$ cat src/rtl/inst_prefetch_pkg.sv
// Shared types for the 16-bit word-addressed instruction fetch path.
package inst_prefetch_pkg;

    localparam int PC_W   = 7;
    localparam int WORD_W = 16;

    typedef logic [PC_W-1:0]   pc_t;
    typedef logic [WORD_W-1:0] inst_t;

    typedef struct packed {
        pc_t   pc;
        inst_t word;
    } fetch_entry_t;

    // Byte address of a word-addressed PC (memory port is byte addressed).
    function automatic logic [PC_W:0] byte_addr(input pc_t pc);
        return {pc, 1'b0};
    endfunction

endpackage

$ cat src/rtl/inst_prefetch_sync_fifo.sv
// Generic synchronous FIFO of fetch entries: registered storage, combinational
// head, flush clears pointers and occupancy in one cycle.
module inst_prefetch_sync_fifo
    import inst_prefetch_pkg::*;
#(
    parameter int DEPTH = 4
) (
    input  logic                     clk,
    input  logic                     rst,
    input  logic                     push,
    input  logic                     pop,
    input  logic                     flush,
    input  fetch_entry_t             din,
    output fetch_entry_t             head,
    output logic [$clog2(DEPTH):0]   count
);

    localparam int AW = $clog2(DEPTH);

    fetch_entry_t  mem_q [DEPTH];
    fetch_entry_t  mem_d [DEPTH];
    logic [AW-1:0] wr_ptr_q, wr_ptr_d;
    logic [AW-1:0] rd_ptr_q, rd_ptr_d;
    logic [AW:0]   count_q,  count_d;

    // Next-state for storage, pointers and occupancy; flush beats push/pop.
    always_comb begin
        mem_d    = mem_q;
        wr_ptr_d = wr_ptr_q;
        rd_ptr_d = rd_ptr_q;
        count_d  = count_q;
        if (flush) begin
            wr_ptr_d = '0;
            rd_ptr_d = '0;
            count_d  = '0;
        end else begin
            if (push) begin
                mem_d[wr_ptr_q] = din;
                wr_ptr_d        = wr_ptr_q + 1'b1;
            end else begin
                wr_ptr_d = wr_ptr_q;
            end
            if (pop) begin
                rd_ptr_d = rd_ptr_q + 1'b1;
            end else begin
                rd_ptr_d = rd_ptr_q;
            end
            case ({push, pop})
                2'b10:   count_d = count_q + 1'b1;
                2'b01:   count_d = count_q - 1'b1;
                default: count_d = count_q;
            endcase
        end
    end

    // State registers with synchronous reset.
    always_ff @(posedge clk) begin
        if (rst) begin
            mem_q    <= '{default: '0};
            wr_ptr_q <= '0;
            rd_ptr_q <= '0;
            count_q  <= '0;
        end else begin
            mem_q    <= mem_d;
            wr_ptr_q <= wr_ptr_d;
            rd_ptr_q <= rd_ptr_d;
            count_q  <= count_d;
        end
    end

    assign head  = mem_q[rd_ptr_q];
    assign count = count_q;

endmodule

$ cat src/rtl/inst_prefetch.sv
// Instruction prefetch queue: fetches ahead while the memory port is idle,
// presents PC-tagged words via valid/ready, flushes on a taken redirect.
module inst_prefetch
    import inst_prefetch_pkg::*;
#(
    parameter int DEPTH = 4
) (
    input  logic              clk,
    input  logic              rst,
    input  logic              mem_busy,
    input  logic [WORD_W-1:0] mem_out,
    output logic [PC_W:0]     mem_addr,
    output logic              mem_re,
    output logic [WORD_W-1:0] inst,
    output logic [PC_W-1:0]   inst_pc,
    output logic              inst_valid,
    input  logic              inst_ready,
    input  logic              redirect,
    input  logic [PC_W-1:0]   redirect_pc
);

    localparam int                 AW       = $clog2(DEPTH);
    localparam logic [AW:0]        FULL_CNT = (AW+1)'(DEPTH);

    pc_t              fetch_pc_q, fetch_pc_d;
    logic [AW:0]      fifo_count_s;
    fetch_entry_t     fifo_head_s;
    fetch_entry_t     fifo_din_s;
    logic             head_valid_s;
    logic             pop_s;
    logic             fetch_s;

    // Request and handshake decode; a redirect suppresses both fetch and pop.
    always_comb begin
        head_valid_s = (fifo_count_s != '0);
        pop_s        = head_valid_s & inst_ready & ~redirect;
        fetch_s      = ~rst & ~mem_busy & ~redirect &
                       ((fifo_count_s != FULL_CNT) | pop_s);
        fifo_din_s   = '{pc: fetch_pc_q, word: mem_out};
        if (fetch_s) begin
            mem_addr = byte_addr(fetch_pc_q);
        end else begin
            mem_addr = '0;
        end
    end

    // Fetch PC: redirect reloads it, a fetch advances it (wraps mod 2^PC_W).
    always_comb begin
        if (redirect) begin
            fetch_pc_d = redirect_pc;
        end else if (fetch_s) begin
            fetch_pc_d = fetch_pc_q + 1'b1;
        end else begin
            fetch_pc_d = fetch_pc_q;
        end
    end

    // Fetch PC register; reset wins over redirect.
    always_ff @(posedge clk) begin
        if (rst) begin
            fetch_pc_q <= '0;
        end else begin
            fetch_pc_q <= fetch_pc_d;
        end
    end

    inst_prefetch_sync_fifo #(
        .DEPTH (DEPTH)
    ) u_fifo (
        .clk   (clk),
        .rst   (rst),
        .push  (fetch_s),
        .pop   (pop_s),
        .flush (redirect),
        .din   (fifo_din_s),
        .head  (fifo_head_s),
        .count (fifo_count_s)
    );

    // Consumer view of the head; zeroed when the queue is empty.
    always_comb begin
        if (head_valid_s) begin
            inst       = fifo_head_s.word;
            inst_pc    = fifo_head_s.pc;
            inst_valid = 1'b1;
        end else begin
            inst       = '0;
            inst_pc    = '0;
            inst_valid = 1'b0;
        end
    end

    assign mem_re = fetch_s;

endmodule

$ cat config.mk
export PLATFORM = sky130hd
export DESIGN_NAME = inst_prefetch
export DESIGN_NICKNAME = d
export VERILOG_FILES = /design/src/rtl/inst_prefetch_pkg.sv /design/src/rtl/inst_prefetch_sync_fifo.sv /design/src/rtl/inst_prefetch.sv
export SDC_FILE = /design/constraint.sdc
export NUM_CORES = 1
export LEC_CHECK = 0
export BUFFER_PORTS_ARGS = -buffer_cell sky130_fd_sc_hd__buf_2
export CORE_MARGIN = 3
export CORE_UTILIZATION = 50
export CTS_BUF_LIST = sky130_fd_sc_hd__clkbuf_4
export DETAILED_ROUTE_END_ITERATION = 16
export GPL_TIMING_DRIVEN = 0
export PLACE_DENSITY = 0.76
export RECOVER_POWER = 25
export SLEW_MARGIN = 20
export SYNTH_ARGS = -nofsm -noshare
export SYNTH_HDL_FRONTEND = slang
export SYNTH_HIERARCHICAL = 1
export SYNTH_SLANG_ARGS = --single-unit
$ cat constraint.sdc
create_clock -name clk -period 2.55 [get_ports clk]
set_input_delay 0.51 -clock clk [delete_from_list [all_inputs] [get_ports clk]]
set_output_delay 0.51 -clock clk [all_outputs]
set_load 0.05 [all_outputs]
==> impl_metrics.yaml <==
clocking:
  insertion_delay_ns: 0.45
  cts_root_buf: "clkbuf_4"
  clockBufferDepth: 2
  tritoncts: "done"
  clk_pin_slew_ns: 0.15
  cts-hold-fix-buffers: 0
  cts_buffers: 9
  cts_max_level: 3
  cts.sinks: 106
drt:
  viasPerCell: 5.58
  wl_um: 13200
  vias: 4332
  drc: 0
  firstDrtPassIters: 5
  drtIter0Drc: 256
  ant_nets: 0
  wl_per_cell_um: 17.1
final_layout:
  drive_gt1_share_pct: 25.8
  layout_common_cells: "187 x nand2_1, 102 x dfxtp_1, 76 x a21oi_1"
  final_util_pct: 60.8
  layout_commonest_cell: "nand2_1"
  area_growth_pct: 15.4
  fin_area_mm2: 0.00578
  nNetsFinal: 678
  antennaDiodeCount: 0
global_routing:
  grt_overflow_total: 0
  grt_pass1_wl_um: 20900
  antenna_found_initial: 0
  first_global_vias: 4129
  track_usage_pct: 23.6
  grt_max_degree: 18
placed_design:
  place_area_mm2: 0.00551
  gp_congestion: 0.804
  place.port_buffers: 59
  dp_hpwl_um: 8900
critical_path:
  critPathCaptureType: "output port"
  cp-start-kind: "register"
  path_max_fanout: 7
  critical_path_required_ns: 2.04
  arrival_ns: 1.98
  criticalPathCategory: "reg2out"
timing:
  max_slew_margin_pct: 48.4
  finalHoldViolations: 0
  rsz0062_at_grt: "yes"
  timing.final.crit_share_pct: 97.6
  slew_violations: 0
  tightest_slew_ns: 0.773
  max_freq_mhz: 402
  finalCriticalPeriod_ns: 2.49
  setup_viol: 0
  finalClockSkew_ns: 0.0134
  setup_tns_ns: 0
power_and_ir_drop:
  ir_worst_vdd_mv: 0.330
  total_power_w: 0.00273
  p_per_area_mw_per_mm2: 473
  leakagePower_nw: 2.06
yosys:
  netlist_area_mm2: 0.00501
  yosysSeqAreaShare_pct: 42.4
  yosysUniqueCellTypes: 43
  syn_nets: 601
  synth.avg_cell_area_um2: 8.85
  synth_warnings: 6
  ys_ff_latch: 106
  synthCells: 566
run_status:
  status: "finished, final reports clean"
floorplan:
  die_w_um: 106
  io_pins: 61
  dieArea_mm2: 0.0113
  initial_core_util_pct: 52.7
  core_mm2: 0.00950
  die_h_um: 106
  num_rows: 35
job:
  cap_violations: 0
worst_hold_path:
  min_path_type: "in2reg"
==> final cells by class <==
| class | count | area [um2] |
|---|---|---|
| well taps | 129 | 161 |
| multi-input cells | 407 | 2580 |
| repair buffers | 66 | 393 |
| clock inverters | 4 | 43.8 |
| clock buffers | 11 | 82.6 |
| fillers | 849 | 3720 |
| inverters | 9 | 36.3 |
| flip-flops and latches | 106 | 2130 |
| plain buffers | 44 | 352 |
==> power breakdown <==
group	internal [W]	leakage, nW	switching [W]
logic	0.0000710	1.12	0.000125
registers	0.00167	0.858	0.0000294
clock network	0.000311	0.0741	0.000521
==> through the flow <==
stage          instances  setup WS, ns  hold WS, ns
4_1_cts              769       0.00639        0.273
5_1_grt              776      -0.00589        0.272
3_5_place_dp         754        -0.215        0.444
2_1_floorplan        566       -0.0467        0.432
6_report             776        0.0605        0.300
3_3_place_gp         754        -0.153        0.438
==> Yosys cell counts <==
cell type | n | share of area (%)
a2111oi_2 | 1 | 0.30
a211oi_1 | 1 | 0.15
a21oi_1 | 77 | 7.7
a21oi_2 | 17 | 3.0
a311oi_1 | 4 | 0.70
a31oi_1 | 2 | 0.25
and2_1 | 8 | 1.0
and2b_1 | 6 | 0.90
and3_1 | 1 | 0.13
and3b_1 | 5 | 0.87
and4_4 | 1 | 0.22
buf_12 | 2 | 0.80
buf_2 | 15 | 1.5
buf_4 | 3 | 0.45
buf_6 | 11 | 2.5
clkbuf_1 | 13 | 0.97
conb_1 | 1 | 0.075
dfxtp_1 | 106 | 42
fa_1 | 1 | 0.40
ha_1 | 6 | 1.5
inv_1 | 9 | 0.67
mux2i_1 | 1 | 0.20
mux4_1 | 3 | 1.6
mux4_2 | 20 | 9.0
nand2_1 | 187 | 14
nand3_1 | 1 | 0.10
nand3b_1 | 6 | 0.90
nand4b_1 | 3 | 0.52
nand4bb_1 | 1 | 0.22
nor2_1 | 12 | 0.90
nor2b_1 | 18 | 2.2
nor3_1 | 1 | 0.10
nor4_2 | 1 | 0.25
nor4b_4 | 1 | 0.47
o211ai_1 | 3 | 0.45
o21ai_0 | 5 | 0.50
or2_2 | 1 | 0.13
or3_1 | 4 | 0.50
or4_1 | 1 | 0.15
or4b_1 | 1 | 0.20
or4b_4 | 1 | 0.27
xnor2_1 | 2 | 0.35
xor2_1 | 3 | 0.52
==> registers in the layout, indices dropped and copies added, names as in the netlist <==
name and flops:
fetch_pc_q 7, u_fifo/count 3, u_fifo/mem_q 92, u_fifo/rd_ptr_q 2
u_fifo/wr_ptr_q 2
==> what timing repair did <==
item	4_1_cts	5_1_grt
gates resized for setup	9	24
gates cloned	0	1
pin swaps	0	2
buffers inserted	0	6
endpoints found under the setup margin	21	26
==> final timing paths <==
check | end | startpoint | slack [ns] | depth (start not counted)
worst max register to register | u_fifo/count[2] | u_fifo/count[0] | 0.12 | 11
worst min-delay path | fetch_pc_q[2] | redirect_pc[2] | 0.30 | 3
worst max-delay path | inst[12] | u_fifo/rd_ptr_q[1] | 0.06 | 5
worst min register to register | u_fifo/mem_q[54] | u_fifo/mem_q[54] | 0.46 | 2
==> kinds of logic (layout without fill, tap and decap cells) <==
kind of cell | Yosys count | in the layout | share of synthesized area [%]
and+or+nand+nor | 260 | 260 | 24.1
adders and majority gates | 7 | 7 | 1.90
muxes | 24 | 24 | 10.8
xor gates and xnor gates | 5 | 5 | 0.875
other | 1 | 1 | 0.0749
DFF | 106 | 106 | 42.4
buffers and inverters | 53 | 134 | 6.87
AOI/OAI and AO/OA | 110 | 110 | 13.0
==> per-layer routing <==
| layer | vias up | part of all wire (%) | GRT usage, % |
|---|---|---|---|
| li1 | 2054 | - | - |
| met1 | 2103 | 43 | 30.8 |
| met2 | 159 | 49 | 39.7 |
| met3 | 16 | 7.0 | 4.74 |
| met4 | 0 | 1.4 | 7.49 |
| met5 | - | 0 | 0 |
==> worst max-delay path, stage by stage (launching register included) <==
cell,delay (ns)
dfxtp_2,0.35
buf_6,0.15
buf_4,0.14
mux4_1,0.53
nor2b_1,0.15
buf_2,0.21
(Power assumes the default switching activity.)
